### config.mk
export PLATFORM = sky130hd
export DESIGN_NAME = mat_mult_seq
export DESIGN_NICKNAME = d
export VERILOG_FILES = /design/src/rtl/mat_mult_pkg.sv /design/src/rtl/mat_mult_seq_mac.sv /design/src/rtl/mat_mult_seq.sv
export SDC_FILE = /design/constraint.sdc
export NUM_CORES = 1
export LEC_CHECK = 0
export BUFFER_PORTS_ARGS = -buffer_cell sky130_fd_sc_hd__clkbuf_2
export CORE_MARGIN = 4
export CORE_UTILIZATION = 60
export DETAILED_ROUTE_END_ITERATION = 10
export PLACE_DENSITY_LB_ADDON = 0.08
export SETUP_SLACK_MARGIN = 0.3
export SKIP_LAST_GASP = 1
export SLEW_MARGIN = 20
export SYNTH_ARGS = -nofsm -noshare
export SYNTH_HDL_FRONTEND = slang
export SYNTH_HIERARCHICAL = 1
export SYNTH_SLANG_ARGS = --single-unit
### constraint.sdc
create_clock -name clk -period 7.7 [get_ports clk]
set_clock_uncertainty 0.05 [all_clocks]
set_input_delay 0 -clock clk [delete_from_list [all_inputs] [get_ports clk]]
set_output_delay 0 -clock clk [all_outputs]
set_load 0.005 [all_outputs]
### src/rtl/mat_mult_pkg.sv
// -----------------------------------------------------------------------------
// mat_mult_pkg
// Shared definitions for the sequenced 3x3 matrix multiplier:
//   N              - matrix dimension (3)
//   ELEM_W_DEFAULT - default element width in bits
//   state_t        - controller states IDLE / COMPUTE / DONE
//   elem_offset()  - packed bit offset of element [row][col] in a row-major
//                    packed matrix whose element [0][0] sits in the MSBs
// -----------------------------------------------------------------------------
package mat_mult_pkg;

   localparam int N              = 3;
   localparam int ELEM_W_DEFAULT = 8;

   typedef enum logic [1:0] {
      IDLE    = 2'd0,
      COMPUTE = 2'd1,
      DONE    = 2'd2
   } state_t;

   // Element [0][0] occupies the most significant slice, so the linear
   // row-major index is mirrored before scaling by the element width.
   function automatic int elem_offset(input int row, input int col, input int elem_w);
      return (N*N - 1 - (N*row + col)) * elem_w;
   endfunction

endpackage

### src/rtl/mat_mult_seq_mac.sv
// -----------------------------------------------------------------------------
// mat_mac
// Single multiply-accumulate step shared by every element of the product.
// Build option: MAT_MULT_SAT_EN selects a wide, non-wrapping accumulator with
// saturation at the element write; otherwise the sum wraps modulo 2^ELEM_W.
// Ports:
//   a, b      in   ELEM_W  unsigned operand elements A[i][k], B[k][j]
//   acc       in   ACC_W   running partial sum for the current element
//   acc_next  out  ACC_W   acc + a*b
//   elem      out  ELEM_W  acc + a*b reduced to the element width (wrapped
//                          or saturated), ready to be stored as the result
// -----------------------------------------------------------------------------
module mat_mac
   import mat_mult_pkg::*;
#(
   parameter int ELEM_W = ELEM_W_DEFAULT,
   parameter int ACC_W  = ELEM_W
) (
   input  logic [ELEM_W-1:0] a,
   input  logic [ELEM_W-1:0] b,
   input  logic [ACC_W-1:0]  acc,
   output logic [ACC_W-1:0]  acc_next,
   output logic [ELEM_W-1:0] elem
);

   logic [2*ELEM_W-1:0] product;

   assign product = (2*ELEM_W)'(a) * (2*ELEM_W)'(b);

`ifdef MAT_MULT_SAT_EN
   // The accumulator carries two guard bits beyond a full product so three
   // products can never wrap; anything above the element range clamps.
   logic [ACC_W-1:0] sum;

   assign sum      = ACC_W'(product) + acc;
   assign acc_next = sum;
   assign elem     = (|sum[ACC_W-1:ELEM_W]) ? '1 : sum[ELEM_W-1:0];
`else
   // Only the low ELEM_W bits survive, which equals summing at full width
   // and truncating once at the end.
   logic [2*ELEM_W-1:0] sum;

   assign sum      = product + (2*ELEM_W)'(acc);
   assign acc_next = sum[ACC_W-1:0];
   assign elem     = sum[ELEM_W-1:0];
`endif

endmodule

### src/rtl/mat_mult_seq.sv
// -----------------------------------------------------------------------------
// mat_mult_seq
// Sequenced 3x3 matrix multiplier: accepts an operand pair over a valid/ready
// handshake, computes A*B with one shared MAC (one step per clock, 27 steps)
// and presents the registered product on a valid/ready output.
// Build option: MAT_MULT_SAT_EN enables saturating element arithmetic.
// Ports:
//   clk        in   1          rising-edge clock
//   rst_n      in   1          asynchronous active-low reset
//   in_valid   in   1          operand pair offered
//   in_ready   out  1          high in IDLE
//   in_a       in   9*ELEM_W   matrix A, row-major, [0][0] in MSBs
//   in_b       in   9*ELEM_W   matrix B, same packing
//   out_valid  out  1          high in DONE
//   out_ready  in   1          consumer takes the result
//   out_res    out  9*ELEM_W   product A*B, same packing
//   busy       out  1          high in COMPUTE and DONE
// -----------------------------------------------------------------------------
module mat_mult_seq
   import mat_mult_pkg::*;
#(
   parameter int ELEM_W = ELEM_W_DEFAULT
) (
   input  logic                  clk,
   input  logic                  rst_n,
   input  logic                  in_valid,
   output logic                  in_ready,
   input  logic [N*N*ELEM_W-1:0] in_a,
   input  logic [N*N*ELEM_W-1:0] in_b,
   output logic                  out_valid,
   input  logic                  out_ready,
   output logic [N*N*ELEM_W-1:0] out_res,
   output logic                  busy
);

`ifdef MAT_MULT_SAT_EN
   localparam int ACC_W = 2*ELEM_W + 2;
`else
   localparam int ACC_W = ELEM_W;
`endif
   localparam int         MAT_W = N*N*ELEM_W;
   localparam logic [1:0] LAST  = 2'(N-1);

   state_t            state;
   state_t            next_state;
   logic [1:0]        i;
   logic [1:0]        j;
   logic [1:0]        k;
   logic [MAT_W-1:0]  op_a;
   logic [MAT_W-1:0]  op_b;
   logic [ACC_W-1:0]  acc;
   logic [ACC_W-1:0]  acc_next;
   logic [ELEM_W-1:0] mac_elem;
   logic [ELEM_W-1:0] a_m   [N][N];
   logic [ELEM_W-1:0] b_m   [N][N];
   logic [ELEM_W-1:0] res_m [N][N];
   logic              last_step;

   // Unpack the captured operands and pack the result register once, so the
   // datapath can address elements by (row, col) instead of bit offsets.
   for (genvar r = 0; r < N; r++) begin : g_row
      for (genvar c = 0; c < N; c++) begin : g_col
         assign a_m[r][c] = op_a[elem_offset(r, c, ELEM_W) +: ELEM_W];
         assign b_m[r][c] = op_b[elem_offset(r, c, ELEM_W) +: ELEM_W];
         assign out_res[elem_offset(r, c, ELEM_W) +: ELEM_W] = res_m[r][c];
      end
   end

   assign last_step = (i == LAST) && (j == LAST) && (k == LAST);

   mat_mac #(
      .ELEM_W (ELEM_W),
      .ACC_W  (ACC_W)
   ) u_mac (
      .a        (a_m[i][k]),
      .b        (b_m[k][j]),
      .acc      (acc),
      .acc_next (acc_next),
      .elem     (mac_elem)
   );

   // State register; reset aborts any computation in flight.
   always_ff @(posedge clk or negedge rst_n) begin
      if (!rst_n) begin
         state <= IDLE;
      end else begin
         state <= next_state;
      end
   end

   // Next-state and handshake outputs. Both handshakes are tied to distinct
   // states, so an input accept and an output release never coincide.
   always_comb begin
      next_state = state;
      in_ready   = 1'b0;
      out_valid  = 1'b0;
      busy       = 1'b0;
      case (state)
         IDLE: begin
            in_ready = 1'b1;
            if (in_valid) begin
               next_state = COMPUTE;
            end
         end
         COMPUTE: begin
            busy = 1'b1;
            if (last_step) begin
               next_state = DONE;
            end
         end
         DONE: begin
            busy      = 1'b1;
            out_valid = 1'b1;
            if (out_ready) begin
               next_state = IDLE;
            end
         end
         default: begin
            next_state = IDLE;
         end
      endcase
   end

   // Datapath: capture operands on the accepting edge, then walk k fastest,
   // j, then i slowest. The k==2 step stores the finished element and clears
   // the accumulator for the next one, so the counters end back at zero.
   always_ff @(posedge clk or negedge rst_n) begin
      if (!rst_n) begin
         op_a <= '0;
         op_b <= '0;
         acc  <= '0;
         i    <= '0;
         j    <= '0;
         k    <= '0;
         for (int r = 0; r < N; r++) begin
            for (int c = 0; c < N; c++) begin
               res_m[r][c] <= '0;
            end
         end
      end else if (state == IDLE) begin
         if (in_valid) begin
            op_a <= in_a;
            op_b <= in_b;
            acc  <= '0;
            i    <= '0;
            j    <= '0;
            k    <= '0;
         end
      end else if (state == COMPUTE) begin
         if (k == LAST) begin
            res_m[i][j] <= mac_elem;
            acc         <= '0;
            k           <= '0;
            if (j == LAST) begin
               j <= '0;
               i <= (i == LAST) ? 2'd0 : i + 2'd1;
            end else begin
               j <= j + 2'd1;
            end
         end else begin
            acc <= acc_next;
            k   <= k + 2'd1;
         end
      end
   end

endmodule

# Word-level counts from Yosys, hierarchy flattened
# Index checks and enable logic that the tools add are counted.
dict set report op_classes {
  n_eq_ne 8
  reduce_logical 15
  n_mux 41
  addsub 4
  mul 1
  order_cmp 5
  bitwise 4
}
# cell count
set op_table {}
lappend op_table {{$mux W24} 5}
lappend op_table {{$bmux W24 S2} 2}
lappend op_table {{$bwmux W72} 1}
lappend op_table {{$mux W8} 9}
lappend op_table {{$demux W24 S2} 1}
lappend op_table {{$bmux W8 S2} 2}
lappend op_table {{$mux W2} 16}
lappend op_table {{$demux W8 S2} 1}
lappend op_table {{$ge A3 B3 Y1 const B} 3}
lappend op_table {{$not A2 Y3} 3}
lappend op_table {{$reduce_and A3 Y1} 3}
lappend op_table {{$add A8 B8 Y8} 1}
lappend op_table {{$eq A2 B2 Y1 const B} 4}
lappend op_table {{$mul A8 B8 Y8} 1}
lappend op_table {{$add A2 B1 Y2 const B} 3}
lappend op_table {{$lt A3 B1 Y1 const B} 2}
lappend op_table {{$ne A2 B2 Y1 const B} 3}
lappend op_table {{$pmux W2 S3} 1}
lappend op_table {{$reduce_bool A2 Y1} 3}
lappend op_table {{$logic_and A1 B1 Y1} 4}
lappend op_table {{$reduce_and A2 Y1} 2}
lappend op_table {{$reduce_and A4 Y1} 1}
lappend op_table {{$mux W1} 3}
lappend op_table {{$eq A2 B1 Y1 const B} 1}
lappend op_table {{other kinds (3)} 3}
dict set report word_totals {
  out_inout_bits 75
  inputBits 148
  wordCells 94
  reg_bits 232
}

# Logic depth before layout (Yosys ltp)
# Gate-level depths: netlist of the first run.
dict set report depth {
  depth_word 12
  depth_mapped 22
  ltp_nobuf 19
}

# Modules after synthesis
# The synthesis of the first run kept the hierarchy.
# module n_inst cells_per_inst seq_area_each_um2 area_each_um2
set by_module_without_submodules {}
lappend by_module_without_submodules {mat_mult_seq 1 709 5805.6 9973.3}
lappend by_module_without_submodules {mat_mac 1 135 0.0 1127.3}

# Worst setup path before layout of the first run
# No wires, ideal clock.
dict set report synth_path {
  kind {reg2reg}
  from {reg k[1]}
  to {reg res_m, in the netlist out_res[71]}
  n_path_buf 4
  arrival_ps 5102
  stages_incl_launch_ff 22
  slack_ps 2423
  required_ps 7525
  period_less_slack_ps 5277
  setup_time_ps 125
  path_cell_list {dfrtp_1 -> buf_2 -> nor2b_1 -> buf_2 -> buf_1 -> a211oi_1 -> o32ai_1 -> nand2_1 -> fa_1 -> inv_1 -> fa_1 -> ha_1 -> inv_1 -> fa_1 -> fa_1 -> inv_1 -> a21o_1 -> a21oi_1 -> xnor2_2 -> xnor2_1 -> buf_4 -> mux2_2}
}
dict set report synth_between {
  elab_chain_len 10
  elab_cells_between_ends 15
  classes_between {1 x add/sub; 1 x mul; 1 x eq/ne; 10 x mux; 1 x bitwise; 1 x reduce/logical}
}
# element line
set synth_lines {}
lappend synth_lines {{start: declaration} mat_mult_seq.sv:48} ;# logic [1:0] k;
lappend synth_lines {{start signal: assignment} mat_mult_seq.sv:162} ;# k <= k + 2'd1;
lappend synth_lines {{$not A2 Y3 (not written as such) (*)} {mat_mult_seq.sv:75, mat_mult_seq.sv:76}}
lappend synth_lines {{$bmux W24 S2} mat_mult_seq.sv:76} ;# .b (b_m[k][j]),
lappend synth_lines {{$mux W24 (not written as such) (2 in series)} mat_mult_seq.sv:76}
lappend synth_lines {{$bmux W8 S2} mat_mult_seq.sv:76}
lappend synth_lines {{$mux W8 (not written as such) (2 in series)} mat_mult_seq.sv:76}
lappend synth_lines {{$mul A8 B8 Y8 (*)} mat_mult_seq_mac.sv:28} ;# assign product = (2*ELEM_W)'(a) * (2*ELEM_W)'(b);
lappend synth_lines {{$add A8 B8 Y8 (*)} mat_mult_seq_mac.sv:43} ;# assign sum = product + (2*ELEM_W)'(acc);
lappend synth_lines {{named net acc_next[7]} mat_mult_seq.sv:52} ;# logic [ACC_W-1:0] acc_next;
lappend synth_lines {{$bwmux W72 (*)} mat_mult_seq.sv:151} ;# res_m[i][j] <= mac_elem;
lappend synth_lines {{end signal: indexed assignment} mat_mult_seq.sv:151}
lappend synth_lines {{end: declaration} mat_mult_seq.sv:56} ;# logic [ELEM_W-1:0] res_m [N][N];
# The timed path passes the listed nets; every way through them passes the cells marked *. The select of a mux whose other input is x is not followed.
# A chain may end at the register's enable or synchronous reset.

# Worst setup path in the final report of the first run
dict set report layout_path {
  from {reg i[0]}
  to {reg res_m, in the netlist out_res[7]}
}
dict set report layout_between {
  elab_chain_len 10
  elab_cells_between_ends 15
  classes_between {1 x add/sub; 1 x mul; 2 x order compare; 9 x mux; 1 x bitwise; 1 x reduce/logical}
}
# element line
set layout_lines {}
lappend layout_lines {{start: declaration} mat_mult_seq.sv:46} ;# logic [1:0] i;
lappend layout_lines {{start signal: assignment} mat_mult_seq.sv:156} ;# i <= (i == LAST) ? 2'd0 : i + 2'd1;
lappend layout_lines {{$not A2 Y3 (not written as such)} mat_mult_seq.sv:75} ;# .a (a_m[i][k]),
lappend layout_lines {{$bmux W24 S2} mat_mult_seq.sv:75}
lappend layout_lines {{$mux W24 (not written as such) (2 in series)} mat_mult_seq.sv:75}
lappend layout_lines {{$bmux W8 S2} mat_mult_seq.sv:75}
lappend layout_lines {{$mux W8 (not written as such) (2 in series)} mat_mult_seq.sv:75}
lappend layout_lines {{$mul A8 B8 Y8} mat_mult_seq_mac.sv:28}
lappend layout_lines {{$add A8 B8 Y8} mat_mult_seq_mac.sv:43}
lappend layout_lines {{named net acc_next[7]} mat_mult_seq.sv:52}
lappend layout_lines {{$bwmux W72} mat_mult_seq.sv:151}
# The timed path passes the listed nets, and every way through them passes these cells. The select of a mux whose other input is x is not followed.

==> results of run 1 <==
## flip-flops by register name (all words and copies together) (netlist names)
name / cells
i: 2
j: 2
b_m: 72
k: 2
state: 2
a_m: 72
acc: 8
out_res: 72
## layout make-up
type	count	area (um^2)	share of cell area (%)
clock buffer	36	694	4.78
multi-input combinational	519	4910	33.8
tap	229	287	1.97
sequential	232	5810	40.0
timing repair buffer	376	2650	18.2
inverter	40	150	1.03
antenna	1	2.50	0.0172
clock inverter	6	40.0	0.275
## timing repair
action,in CTS,in global routing
endpoints found under the setup margin,0,0
hold buffers,147,0
hold endpoints to repair,227,0
## stage by stage
stage	hold WS [ns]	instances	utilization, %	area (um^2)	setup slack [ns]
6_report	0.0247	1439	80.4	14500	1.34
2_1_floorplan	-0.346	844	-	11100	2.42
3_5_place_dp	-0.0186	1249	68.1	12300	1.05
4_1_cts	0.0416	1438	80.3	14500	0.988
5_1_grt	0.0795	1439	80.4	14500	0.853
3_3_place_gp	-0.0170	1249	68.1	12300	1.25
## worst register-to-register path, delay by kind of cell, from the launching register on
family          cells  cell delay (ns)
simple gates        3             0.95
xor+xnor            2             0.81
buf+inv             3             0.16
flops               1             0.75
compound gates      4             1.01
mux                 1             0.30
fa+ha+maj           6             2.25
## kinds of logic after synthesis
group,count (synthesis)
xor gates and xnor gates,18
adders and majority gates,38
and+or+nand+nor,113
buffers and inverters,93
DFF,232
AOI/OAI and AO/OA,84
muxes,266
## per-layer routing
layer / GRT usage, % / part of all wire (%) / vias to the layer above
li1: - / - / 3663
met1: 37.7 / 41 / 4029
met2: 49.8 / 50 / 306
met3: 4.76 / 6.0 / 69
met4: 7.58 / 2.7 / 2
met5: 0 / 0.024 / -
## synthesized netlist by cell type, types with 12 or more instances
library cell,n
sky130_fd_sc_hd__xnor2_1,16
sky130_fd_sc_hd__inv_1,39
sky130_fd_sc_hd__and2_1,12
sky130_fd_sc_hd__dfrtp_1,232
sky130_fd_sc_hd__o32ai_1,16
sky130_fd_sc_hd__mux2_2,214
sky130_fd_sc_hd__a211oi_1,24
sky130_fd_sc_hd__clkbuf_1,33
sky130_fd_sc_hd__a21oi_1,21
sky130_fd_sc_hd__ha_1,20
sky130_fd_sc_hd__fa_1,18
sky130_fd_sc_hd__nor2_1,45
sky130_fd_sc_hd__mux2i_1,49
sky130_fd_sc_hd__nand2_1,35
## how the worst max path moves through the flow
stage                   to  slack (ns)  depth (start not counted)  start
2_1_floorplan  out_res[71]        2.42                         21   k[1]
3_3_place_gp   out_res[71]        1.25                         18   i[0]
3_5_place_dp   out_res[23]        1.05                         19   i[0]
4_1_cts         out_res[7]        0.99                         19   i[0]
5_1_grt        out_res[63]        0.85                         18   i[0]
6_report        out_res[7]        1.34                         19   i[0]
==> results.toml, run 1 <==
[clock_network]
cts_root_buffer = "sky130_fd_sc_hd__clkbuf_16"
clkSinkCount = 232
cts_made_buffers = 23
tritoncts_clock_tree = "done"
postCtsSetupBuffers = 0
htree_levels = 1
worst_skew_pair.late_latency_ns = 0.52
post_cts.resized_instances = 0
cts_max_path_buffers = 3
path_clk_slew_ns = 0.06

[placement]
finalWeightedCongestion = 0.822
numPortBuffers = 222
dp.final_hpwl_mm = 18.2

[setup_path]
r2r_start = "i[0]"
cp.arrival_ns = 6.75
crit_path_end_kind = "flop"
cp.required_ns = 8.09
rrSetupSlack_ns = 1.34
cell_family_with_most_cp_delay = "adder cells"
regToRegEndpoint = "out_res[7]"
slowest_stage = "sky130_fd_sc_hd__dfrtp_2"
timing.critical_path.cells = "nor2b_4, nand2_1, o211a_1, o32ai_1, nand2_1, fa_1, inv_1, ha_1, ha_1, fa_1, ha_1, inv_1, fa_1, inv_1, a21o_1, a21oi_1, xnor2_2, xnor2_1, mux2_2"
setup.worst_path.class = "reg2reg"
cp_max_fo = 32
r2r_cells = 19
critPathLaunchType = "flop"
cp_num_buf_inv = 3
crit_path_max_incr_delay_ns = 0.75

[floorplan]
initial_core_util_pct = 61.4
top_level_ports = 223
dieWidth_um = 144
die_y_um = 144
core.rowCount = 49
floorplan.die_area_um2 = 20700
coreArea_um2 = 18100

[global_routing]
grt_antenna_before_repair = 2
pin_count_of_the_biggest_net_entering_global_routing = 84
gr_util_all_layers_pct = 28.7
first_pass_grt_wire_length_mm = 46.9
gr-total-overflow = 0
vias_in_the_first_global_route = 8749

[finish]
fillers = 1088
fraction_of_final_layout_cells_sized_beyond_drive_strength_1_pct = 40.8
layout.cells.most_common = "sky130_fd_sc_hd__dfrtp_1"
syn2layout_area_growth_pct = 30.9
final_nets = 1378
mostFrequentLayoutCells = "sky130_fd_sc_hd__dfrtp_1, sky130_fd_sc_hd__clkbuf_2, sky130_fd_sc_hd__mux2_2"

[yosys]
mappedNetlistArea_um2 = 11100
post_synth_and_or_nand_nor_area_fraction_pct = 5.02
synth_instances = 844
yosys_warnings = 6
synth_top_cells_by_area = "sky130_fd_sc_hd__dfrtp_1, sky130_fd_sc_hd__mux2_2, sky130_fd_sc_hd__mux2i_1"
yosysSeqAreaShare_pct = 52.3
avgSynthCellArea_um2 = 13.2
postSynth.topFlopCell = "sky130_fd_sc_hd__dfrtp_1"
synth-compound-area-share_pct = 5.67
syn-num-nets = 1030
synth_xor_xnor_area_share_pct = 1.49
synth_top_area_cell = "sky130_fd_sc_hd__dfrtp_1"
synth_top_cell_area_share_pct = 52.3
post_synth_edffs = 0
muxShareOfSynthArea_pct = 26.4
ys_seq_elements = 232
synth_adder_area_share_pct = 5.50
number_of_distinct_library_cells_after_synthesis = 40
synthArstFlopShare_pct = 100
main_combinational_cell_family_by_area_after_synthesis = "multiplexers"

[route]
drc = 0
postRouteAntennaNets = 0
routed_via_density = 5.61
vias = 8069
first_iter_violations = 574
detail_route.first_pass.iterations = 5
wl_mm = 29.4
wl_per_cell_um = 20.4

[sta]
worst-slew-pin-transition_ns = 1.03
max_freq_mhz = 157
timing.final.crit_share_pct = 82.6
slew_headroom_pct = 31.5
setup_total_negative_slack_ns = 0
post-route-min-period_ns = 6.36
timing.final.hold_violations = 0
setup-violations-final = 0
timing_max_transition_violations_final = 0
grt_setup_unrepaired = "false"

[outcome]
run_status = "complete, no violations"

[hold_path]
worst_hold_path_type = "in2async"

[flow_run]
max_cap_violations = 0
Power of run 1 is left out: the tool's default activity adds up to more than one toggle a clock period on the data nets, which glitch-free logic cannot reach.
==> inputs of run 2 (changes only) <==
--- a/config.mk
+++ b/config.mk
@@ -7,7 +7,7 @@
 export LEC_CHECK = 0
 export BUFFER_PORTS_ARGS = -buffer_cell sky130_fd_sc_hd__clkbuf_2
 export CORE_MARGIN = 4
-export CORE_UTILIZATION = 60
+export CORE_UTILIZATION = 50
 export DETAILED_ROUTE_END_ITERATION = 10
 export PLACE_DENSITY_LB_ADDON = 0.08
 export SETUP_SLACK_MARGIN = 0.3
==> constraint.sdc (replaced) <==
create_clock -name clk -period 5.2 [get_ports clk]
set_clock_uncertainty 0.05 [all_clocks]
set_input_delay 0 -clock clk [delete_from_list [all_inputs] [get_ports clk]]
set_output_delay 0 -clock clk [all_outputs]
set_load 0.005 [all_outputs]
==> run 2 against run 1 <==
Compared with the run above:
- count of clock-buffer cells in the layout rose by 1
- critical endpoint is now out_res[55]
- highest routed layer is now met4
- first-iteration DRC count fell by 16%
- non-clock buffer count rose by 55
- wire length rose by 4.2%
- die area rose by 19%
- via count rose by 1.5%
- flip-flop and latch count did not move
- fmax rose by 26%
==> results.toml, run 2 (synthesis gave the netlist of run 1 again) <==
[route]
wl_mm = 30.6
vias = 8190
routed_via_density = 5.29
drc = 0
postRouteAntennaNets = 0
detail_route.first_pass.iterations = 4
first_iter_violations = 485
wl_per_cell_um = 19.8

[placement]
finalWeightedCongestion = 0.829
dp.final_hpwl_mm = 19.3
numPortBuffers = 222

[finish]
mostFrequentLayoutCells = "sky130_fd_sc_hd__dfrtp_1, sky130_fd_sc_hd__clkbuf_2, sky130_fd_sc_hd__mux2_2"
fin_util_pct = 72.3
syn2layout_area_growth_pct = 42.1
layout.cells.most_common = "sky130_fd_sc_hd__dfrtp_1"
fraction_of_final_layout_cells_sized_beyond_drive_strength_1_pct = 47.2
final_nets = 1437

[setup_path]
setup.worst_path.class = "reg2reg"
rrSetupSlack_ns = 0.15
slowest_stage = "sky130_fd_sc_hd__fa_2"
timing.critical_path.cells = "buf_12, buf_12, buf_4, mux2i_2, nor2_1, a21oi_2, o32ai_4, buf_6, and2_2, fa_2, ha_1, ha_2, fa_1, ha_2, inv_1, fa_2, inv_2, a21o_1, a21oi_4, xnor2_2, buf_4, xnor2_4, mux2_4"
crit_path_end_kind = "flop"
cp.arrival_ns = 5.39
critPathLaunchType = "flop"
crit_path_max_incr_delay_ns = 0.52
regToRegEndpoint = "out_res[55]"
r2r_cells = 23
cp_max_fo = 6
r2r_start = "i[0]"
cp.required_ns = 5.54

[floorplan]
dieWidth_um = 157
die_y_um = 157
top_level_ports = 223
coreArea_um2 = 21800
initial_core_util_pct = 50.9
floorplan.die_area_um2 = 24600
core.rowCount = 54

[global_routing]
pin_count_of_the_biggest_net_entering_global_routing = 122
vias_in_the_first_global_route = 8570
first_pass_grt_wire_length_mm = 47.1
gr_util_all_layers_pct = 24.1
grt_antenna_before_repair = 0
gr-total-overflow = 0

[clock_network]
worst_skew_pair.late_latency_ns = 0.52
cts_max_path_buffers = 3
path_clk_slew_ns = 0.06
cts_made_buffers = 25
cts_root_buffer = "sky130_fd_sc_hd__clkbuf_16"
clkSinkCount = 232
tritoncts_clock_tree = "done"
htree_levels = 1

[hold_path]
worst_hold_path_type = "in2async"

[sta]
grt_setup_unrepaired = "true"
timing.final.hold_violations = 0
setup-violations-final = 0
slew_headroom_pct = 41.5
max_freq_mhz = 198
timing.final.crit_share_pct = 97.1
worst-slew-pin-transition_ns = 0.878
post-route-min-period_ns = 5.05
timing_max_transition_violations_final = 0

[flow_run]
max_cap_violations = 0

[outcome]
run_status = "complete, no violations"
run 2: changes by cell type in the layout (fill, tap and decap cells not counted), moves of 7 or more:
cell,previous run,this run
sky130_fd_sc_hd__o32ai_4,0,7
sky130_fd_sc_hd__buf_4,7,44
sky130_fd_sc_hd__mux2_4,0,8
sky130_fd_sc_hd__a21oi_1,21,14
sky130_fd_sc_hd__buf_12,0,11
sky130_fd_sc_hd__o32ai_1,16,8
run 2: per-layer routing:
| metal | global-route usage (%) | share of wire (%) | up-vias |
|---|---|---|---|
| met5 | 0 | 0 | - |
| met4 | 6.94 | 2.8 | 0 |
| met3 | 3.57 | 5.4 | 57 |
| met2 | 39.3 | 48 | 261 |
| met1 | 33.9 | 44 | 4088 |
| li1 | - | - | 3784 |
run 2: how the worst max path moves through the flow:
stage | startpoint | endpoint | slack, ns | cells past startpoint
after floorplan | i[0] | out_res[71] | 0.30 | 22
after global placement | i[0] | out_res[23] | -0.33 | 18
after detailed placement | i[0] | out_res[47] | -0.41 | 18
after CTS | i[0] | out_res[47] | 0.18 | 21
after global routing | i[0] | out_res[55] | -0.02 | 23
final | i[0] | out_res[55] | 0.15 | 23
run 2: worst max-delay path, delay by kind of cell, from the launching register on:
kind | cells | cell delay (ns)
compound gates | 4 | 0.52
simple gates | 2 | 0.27
xor+xnor | 2 | 0.29
mux | 2 | 0.46
flops | 1 | 0.44
fa+ha+maj | 6 | 2.03
buf+inv | 7 | 0.86
run 2: final cells by class:
class	instances	area (um^2)
antenna	1	2.50
sequential	232	5810
tap	280	350
fill	1421	6050
clock inverter	7	113
clock buffer	37	721
timing repair buffer	431	3260
multi-input combinational	521	5370
inverter	40	150
run 2: metrics by stage:
stage               std cells  hold slack (ns)  setup TNS (ns)  worst slack (ns)  instance area (um^2)
floorplan                 844           -0.346               0             0.301                 11200
finish                   1549           0.0652               0             0.149                 15800
CTS                      1532            0.128               0             0.184                 15400
detailed placement       1327           0.0698           -6.41            -0.408                 12700
global route             1548            0.147         -0.0759           -0.0187                 15800
global placement         1327           0.0654           -6.38            -0.328                 12700
run 2: repair_timing:
item / CTS / global route
hold buffers: 147 / 0
cloned: 3 / 1
buffers inserted: 11 / 15
endpoints found under the hold margin: 257 / 0
resized for setup: 35 / 42
pin swaps: 13 / 27
setup endpoints to repair: 30 / 39
Power of run 2 is left out for the same reason.
